===== config.mk =====
export PLATFORM = sky130hd
export DESIGN_NAME = mc_ctrl
export DESIGN_NICKNAME = d
export VERILOG_FILES = /design/src/rtl/mc_ctrl.sv
export SDC_FILE = /design/constraint.sdc
export NUM_CORES = 1
export LEC_CHECK = 0
export ABC_AREA = 1
export BUFFER_PORTS_ARGS = -buffer_cell sky130_fd_sc_hd__clkbuf_2
export CORE_MARGIN = 2
export CORE_UTILIZATION = 25
export DETAILED_ROUTE_END_ITERATION = 7
export GPL_ROUTABILITY_DRIVEN = 0
export SKIP_LAST_GASP = 1
export SYNTH_ARGS = -nofsm -noshare
export SYNTH_HDL_FRONTEND = slang
export SYNTH_SLANG_ARGS = --single-unit

===== constraint.sdc =====
create_clock -name clk -period 3.7 [get_ports clk]
set_clock_uncertainty 0.1 [all_clocks]
set_input_delay 0 -clock clk [delete_from_list [all_inputs] [get_ports clk]]
set_output_delay 0 -clock clk [all_outputs]
set_load 0.02 [all_outputs]

===== src/rtl/mc_ctrl.sv =====
// Multi-cycle MIPS-subset control FSM: FETCH, DECODE, EXEC, MEM, WB.
// Optional performance counters (cycle_cnt, instr_cnt) are built when MC_CTRL_PERF_EN is defined.
module mc_ctrl (
   input  logic       clk,
   input  logic       reset,
   input  logic [5:0] opcode,
   input  logic [5:0] funct,
   input  logic       zero,
   input  logic       mem_ack,
   output logic       PC_we,
   output logic       IR_we,
   output logic       GRF_we,
   output logic       DM_we,
   output logic       mem_req,
   output logic [1:0] NPCsel,
   output logic [1:0] GRF_A3sel,
   output logic [1:0] GRF_WDsel,
   output logic       ALU_Bsel,
   output logic [2:0] ALUop,
   output logic       EXTop,
   output logic [2:0] state
`ifdef MC_CTRL_PERF_EN
   ,
   output logic [31:0] cycle_cnt,
   output logic [31:0] instr_cnt
`endif
);

   localparam int unsigned CNT_W = 32;

   typedef enum logic [2:0] {
      S_FETCH  = 3'd0,
      S_DECODE = 3'd1,
      S_EXEC   = 3'd2,
      S_MEM    = 3'd3,
      S_WB     = 3'd4
   } state_t;

   typedef enum logic [3:0] {
      C_OTHER, C_ADDU, C_SUBU, C_ORI, C_LUI, C_LW, C_SW, C_BEQ, C_JAL, C_JR
   } cls_t;

   state_t state_q, state_d;
   cls_t   cls_q, dec_cls;

   // Instruction class from the raw IR fields; only sampled in DECODE.
   always_comb begin
      dec_cls = C_OTHER;
      case (opcode)
         6'h00: begin
            case (funct)
               6'h21:   dec_cls = C_ADDU;
               6'h23:   dec_cls = C_SUBU;
               6'h08:   dec_cls = C_JR;
               default: dec_cls = C_OTHER;
            endcase
         end
         6'h0d:   dec_cls = C_ORI;
         6'h0f:   dec_cls = C_LUI;
         6'h23:   dec_cls = C_LW;
         6'h2b:   dec_cls = C_SW;
         6'h04:   dec_cls = C_BEQ;
         6'h03:   dec_cls = C_JAL;
         default: dec_cls = C_OTHER;
      endcase
   end

   always_comb begin
      state_d = state_q;
      case (state_q)
         S_FETCH:  state_d = S_DECODE;
         S_DECODE: begin
            if (dec_cls == C_JAL)        state_d = S_WB;
            else if (dec_cls == C_OTHER) state_d = S_FETCH;
            else                         state_d = S_EXEC;
         end
         S_EXEC: begin
            case (cls_q)
               C_ADDU, C_SUBU, C_ORI, C_LUI: state_d = S_WB;
               C_LW, C_SW:                   state_d = S_MEM;
               default:                      state_d = S_FETCH;
            endcase
         end
         S_MEM: begin
            if (mem_ack) state_d = (cls_q == C_LW) ? S_WB : S_FETCH;
         end
         S_WB:    state_d = S_FETCH;
         default: state_d = S_FETCH;
      endcase
   end

   always_ff @(posedge clk) begin
      if (!reset) begin
         state_q <= S_FETCH;
         cls_q   <= C_OTHER;
      end else begin
         state_q <= state_d;
         if (state_q == S_DECODE) cls_q <= dec_cls;
      end
   end

   // Control decode from current state and latched class; everything held low during reset.
   always_comb begin
      PC_we     = 1'b0;
      IR_we     = 1'b0;
      GRF_we    = 1'b0;
      DM_we     = 1'b0;
      mem_req   = 1'b0;
      NPCsel    = 2'b00;
      GRF_A3sel = 2'b00;
      GRF_WDsel = 2'b00;
      ALU_Bsel  = 1'b0;
      ALUop     = 3'b000;
      EXTop     = 1'b0;
      if (reset) begin
         case (state_q)
            S_FETCH: begin
               IR_we = 1'b1;
               PC_we = 1'b1;
            end
            S_EXEC: begin
               case (cls_q)
                  C_SUBU: ALUop = 3'b001;
                  C_ORI: begin
                     ALU_Bsel = 1'b1;
                     ALUop    = 3'b010;
                  end
                  C_LUI: begin
                     ALU_Bsel = 1'b1;
                     ALUop    = 3'b011;
                  end
                  C_LW, C_SW: begin
                     ALU_Bsel = 1'b1;
                     EXTop    = 1'b1;
                  end
                  C_BEQ: begin
                     ALUop = 3'b001;
                     if (zero) begin
                        PC_we  = 1'b1;
                        NPCsel = 2'b01;
                     end
                  end
                  C_JR: begin
                     PC_we  = 1'b1;
                     NPCsel = 2'b11;
                  end
                  default: ALUop = 3'b000;
               endcase
            end
            S_MEM: begin
               mem_req = 1'b1;
               DM_we   = (cls_q == C_SW);
            end
            S_WB: begin
               GRF_we = 1'b1;
               case (cls_q)
                  C_ADDU, C_SUBU: begin
                     GRF_A3sel = 2'b01;
                     GRF_WDsel = 2'b01;
                  end
                  C_ORI, C_LUI: GRF_WDsel = 2'b01;
                  C_JAL: begin
                     GRF_A3sel = 2'b10;
                     GRF_WDsel = 2'b10;
                     PC_we     = 1'b1;
                     NPCsel    = 2'b10;
                  end
                  default: GRF_WDsel = 2'b00;
               endcase
            end
            default: IR_we = 1'b0;
         endcase
      end
   end

   assign state = state_q;

`ifdef MC_CTRL_PERF_EN
   // Free-running counters; instr_cnt counts every return to FETCH.
   always_ff @(posedge clk) begin
      if (!reset) begin
         cycle_cnt <= '0;
         instr_cnt <= '0;
      end else begin
         cycle_cnt <= cycle_cnt + CNT_W'(1);
         if (state_d == S_FETCH && state_q != S_FETCH) instr_cnt <= instr_cnt + CNT_W'(1);
      end
   end
`endif

endmodule


==> results.md, run 1 <==
- Final Util: 0.344
- Arrival time worst endpoint: approximately 1.9 ns
- # clock sinks: 7
- Post-route clock period utilization: 0.476
- Critical Path Sink Type: register
- First-pass GRT wire length: 3200 um
- Syn Std Cell Area: just under 800 um2
- Clk Latency, worst-skew pair: about 0.24 ns
- # resized after CTS: 0
- Post-CTS Setup Inserts: 0
- Layout Nets: 200
- Critical path cell sequence: inv_2 > nor3_2 > inv_2 > nor2_1 > nand2_1 > dlygate4sd3_1 > nand2_1
- Crit-path max FO: 4
- Core area: just over 0.003 mm2
- Layout Cells excl Fill: ~230
- Root Driver: clkbuf_4
- Post-DR wirelength/cell: 8.64 um
- # IOs: 35
- CP peak stage delay: around 0.55 ns
- Worst R2R Path Depth: 7
- Max-cap violations: 0
- Starting DRT DRC Count: 30
- Detailed Route WL: slightly below 2000 um
- Multi-input logic area: about 520 um2
- CTS Hold Bufs: 3
- WP depth: 7
- Setup CP Type: register to register
- Slowest cell on crit path: dlygate4sd3_1
- Hold Path Depth: 8
- Drt via density: between 4 and 5
- HP Class: input pin to register
- FMAX: about 570 MHz
- Commonest non-fill, non-tap cells in the layout: nor2_1 (34), clkbuf_2 (33), nand2_1 (30)
- Initial antenna violation count: 0
- CTS tree: yes
- P per Cell Area: roughly 210 mW/mm2
- Clock transition at path regs: 0.05 ns
- Unique cell type count in the Yosys netlist: 25
- Antenna fix cells: 0
- Total Routing Usage GR: 0.115
- Pins Over Slew Limit: 0
- Drt drc: 0
- Cts bufs inserted: 3
- Post-synthesis instance total: 146
- Yosys reg bits: 7
- Placed cells: 220
- Drt pass-1 iters: 4
- RSZ-0062 raised after global routing: false
- CP bufs+invs: 3
- Min setup slack post-route: just under 2 ns
- Max clock buf depth: 2
- I/O Buffers: 33
- Leakage power: between 0.0005 and 0.0006 uW
- Global route total overflow: 0
- CTS H-tree depth: 1
- Fillers: approximately 350
- Post-synthesis sequential area ratio: 0.176
- Yosys warning count: 0
- Setup_tns: 0 ns
- Share of cells above drive strength 1: 0.290
- Place WS: ~2.3 ns
- Crit-path leading delay family: buffers and inverters
- Largest net degree at the start of global routing: 15
- Avg Cell Area, Syn: around 5.5 um2
- Initial core utilization: 0.261
- Syn_nets: between 150 and 200
- Setup-failing EPs final: 0
- Routed Antenna Nets: 0
- Full die area: 0.00365 mm2
- Critical Path RT: 3.79 ns
- Site Rows: 20
- Most common cell after layout, fill and taps aside: nor2_1
- Post-route minimum period: around 1.8 ns
- Area delta synth->final: 31.9%
- Vias in the first global route: slightly above 800
- Die H: 60.4 um
- Storage element area: about 140 um2
- Startpoint types: register
- Worst VDD drop: between 0.05 and 0.06 mV
- Die W: slightly above 60 um
- Final Hold Fails: 0
- Status: finished clean
- Final HPWL DP: 1660 um
- DR vias: 947
[registers in the layout (all words and copies together), names as in the netlist]
name / flops
cls_q: 4
state: 3
[synthesized netlist by cell type, drive strengths merged]
| cell | n | area [um2] |
|---|---|---|
| nor3 | 6 | 57.6 |
| a41oi | 1 | 8.76 |
| nand3b | 1 | 7.51 |
| nand4 | 4 | 25.0 |
| buf | 3 | 22.5 |
| nand3 | 12 | 60.1 |
| a31oi | 1 | 6.26 |
| o211ai | 3 | 27.5 |
| o22ai | 1 | 6.26 |
| o21ai | 3 | 15.0 |
| dfxtp | 7 | 140 |
| a21oi | 5 | 25.0 |
| nand2 | 30 | 113 |
| inv | 29 | 109 |
| conb | 1 | 3.75 |
| nor2 | 39 | 169 |
[cell type report]
type / instances / area share
Clock buffer: 4 / 0.0250
Inverter: 29 / 0.104
Timing Repair Buffer: 36 / 0.186
Multi-Input combinational cell: 107 / 0.499
Sequential cell: 7 / 0.133
Tap cell: 44 / 0.0524
[logic make-up (layout without fill, tap and decap cells)]
group                  after synthesis  after routing  share of synthesized area
AND/OR/NAND/NOR                     92             92                      0.542
buffers and inverters               32             69                      0.165
AO/OA/AOI/OAI                       14             14                      0.112
flip-flops                           7              7                      0.176
other                                1              1                    0.00471
[where the power goes]
group          internal, uW  leakage, uW  switching, uW
Clock                  41.1    0.0000150           27.1
Sequential             79.9    0.0000573           5.69
Combinational          24.7     0.000472           46.5
Total                   146     0.000545           79.3
[metrics by stage]
stage,instance area (um2),total power (uW),hold WS (ns)
floorplan,796,133,0.0102
detailed placement,993,157,0.172
CTS,1050,227,0.109
finish,1050,225,0.113
global placement,993,157,0.169
global route,1050,239,0.173
[metal layers]
| metal | track usage | vias up | part of all wire |
|---|---|---|---|
| met5 | 0 | - | 0 |
| li1 | - | 529 | - |
| met3 | 0.0256 | 2 | 0.047 |
| met4 | 0.0280 | 0 | 0.0051 |
| met2 | 0.202 | 19 | 0.46 |
| met1 | 0.143 | 397 | 0.49 |
[final timing paths]
path / to / from / slack, ns
hold / removal: cls_q[3] / funct[2] / 0.11
setup reg to reg: state[1] / state[0] / 1.94
setup / recovery: state[1] / state[0] / 1.94
hold reg to reg: cls_q[3] / cls_q[3] / 0.42
[worst register-to-register path, delay by kind of cell, from the launching register on]
family	cells	cell delay, ns
flip-flops	1	0.42
AND/OR/NAND/NOR	4	0.48
buffers and inverters	3	0.70
Note: power is estimated with default switching activity, not from simulation.
==> run 2: changes to the inputs <==
==> constraint.sdc (replaced) <==
create_clock -name clk -period 1.7 [get_ports clk]
set_clock_uncertainty 0.1 [all_clocks]
set_input_delay 0 -clock clk [delete_from_list [all_inputs] [get_ports clk]]
set_output_delay 0 -clock clk [all_outputs]
set_load 0.02 [all_outputs]
==> results.md, run 2 (synthesis gave the netlist of run 1 again) <==
- Status: finished clean
- Commonest non-fill, non-tap cells in the layout: clkbuf_2 (31), nand2_1 (30), nor2_1 (30)
- Final Power: between 500 and 600 uW
- Most common cell after layout, fill and taps aside: clkbuf_2
- Multi-input logic area: between 500 and 600 um2
- Area delta synth->final: 39.6%
- Worst setup path start: reset
- Pins Over Slew Limit: 0
- Max reg flops: 4
- Die W: between 60 and 70 um
- Worst VDD drop: about 0.1 mV
- Storage element area: between 100 and 150 um2
- Full die area: around 0.0037 mm2
- Initial core utilization: 0.261
- Die H: approximately 60 um
- FMAX: 613 MHz
- Drt via density: around 4.3
- Antenna fix cells: 0
- Critical Path RT: 1.60 ns
- Leakage power: 0.000566 uW
- Drt pass-1 iters: 4
- Largest net degree at the start of global routing: 15
- Core area: between 0.003 and 0.004 mm2
- # clock sinks: 7
- Root Driver: clkbuf_4
- Startpoint types: input pin
- Layout Nets: a little over 200
- Share of cells above drive strength 1: 0.358
- Global route total overflow: 0
- Cts bufs inserted: 3
- Clock transition at path regs: approximately 0.06 ns
- Setup CP Type: input pin to output pin
- Detailed Route WL: roughly 2000 um
- Drt drc: 0
- RSZ-0062 raised after global routing: true
- Post-DR wirelength/cell: slightly below 9 um
- Post-route minimum period: between 1.5 and 2 ns
- First-pass GRT wire length: ~3300 um
- Post-route clock period utilization: 0.960
- CTS tree: yes
- I/O Buffers: 33
- Min-delay src: funct[2]
- Critical Path Sink Type: output pin
- HP Class: input pin to register
- Routed Antenna Nets: 0
- Site Rows: 20
- Final HPWL DP: 1630 um
- Setup_tns: 0 ns
- Crit-path max FO: 7
- Total Routing Usage GR: 0.117
- FF-to-FF Start: cls_q[1]
- CP endpoint: DM_we
- Setup-failing EPs final: 0
- Worst R2R Path Depth: 8
- # IOs: 35
- Fillers: 358
- Reg-to-reg slack, setup: between 0.3 and 0.4 ns
- Max-cap violations: 0
- Arrival time worst endpoint: 1.53 ns
- Clk Latency, worst-skew pair: around 0.26 ns
- Worst reg2reg endpoint: state[2]
- Worst hold margin: around 0.096 ns
- Vias in the first global route: 836
- DR vias: between 900 and 1000
- Biggest register: cls_q
- Initial antenna violation count: 0
- Final Hold Fails: 0
- Max clock buf depth: 2
- Starting DRT DRC Count: 31
- CTS H-tree depth: 1
- P per Cell Area: 459 mW/mm2
==> run 2: cell count changes in the layout (fill, tap and decap cells not counted), moves of 2 or more <==
cell | before | now
buf_4 | 0 | 7
nor2_1 | 34 | 30
nor2_2 | 3 | 7
clkbuf_2 | 33 | 31
dfxtp_1 | 7 | 5
==> run 2: how the worst min path moves through the flow <==
stage | endpoint | slack, ns | cells past startpoint
after floorplan | state[1] | 0.01 | 2
after global placement | state[1] | 0.17 | 4
after detailed placement | state[1] | 0.18 | 4
after CTS | cls_q[3] | 0.11 | 8
after global routing | cls_q[1] | 0.15 | 5
final | cls_q[3] | 0.1 | 8
==> run 2: area by class of cell <==
class	count	area share
flip-flops and latches	7	0.131
inverters	29	0.101
well taps	44	0.0495
clock buffers	4	0.0236
multi-input cells	107	0.490
repair buffers	40	0.205
==> run 2: per-stage QoR <==
step	worst slack (ns)	utilization	instances	instance area (um2)
detailed placement	0.314	0.327	220	998
global route	-0.0290	0.364	231	1110
global placement	0.288	0.327	220	998
finish	0.0686	0.364	231	1110
CTS	0.0440	0.342	226	1040
floorplan	0.0980	-	146	801
==> run 2: what timing repair did <==
item,in CTS,in global routing
gates resized for setup,0,13
hold buffers,2,0
endpoints found under the hold margin,5,0
buffers inserted,0,5
endpoints found under the setup margin,0,7
==> run 2: critical path, stage by stage <==
cell           delay [ns]
dlygate4sd3_1        0.53
clkbuf_2             0.23
clkinvlp_4           0.20
buf_4                0.19
nor3_1               0.19
clkbuf_2             0.20
==> run 2: metal layers <==
metal  GRT usage  share of wire  up-vias
li1            -              -      544
met1       0.147           0.49      422
met2       0.197           0.46       23
met3      0.0149          0.035        4
met4      0.0559          0.012        0
met5           0              0        -
==> run 2: power breakdown <==
part           total, uW  switching, uW  internal, uW
registers            186           12.9           173
clock network        156           66.3          89.9
logic                168            107          60.9
total                510            186           324
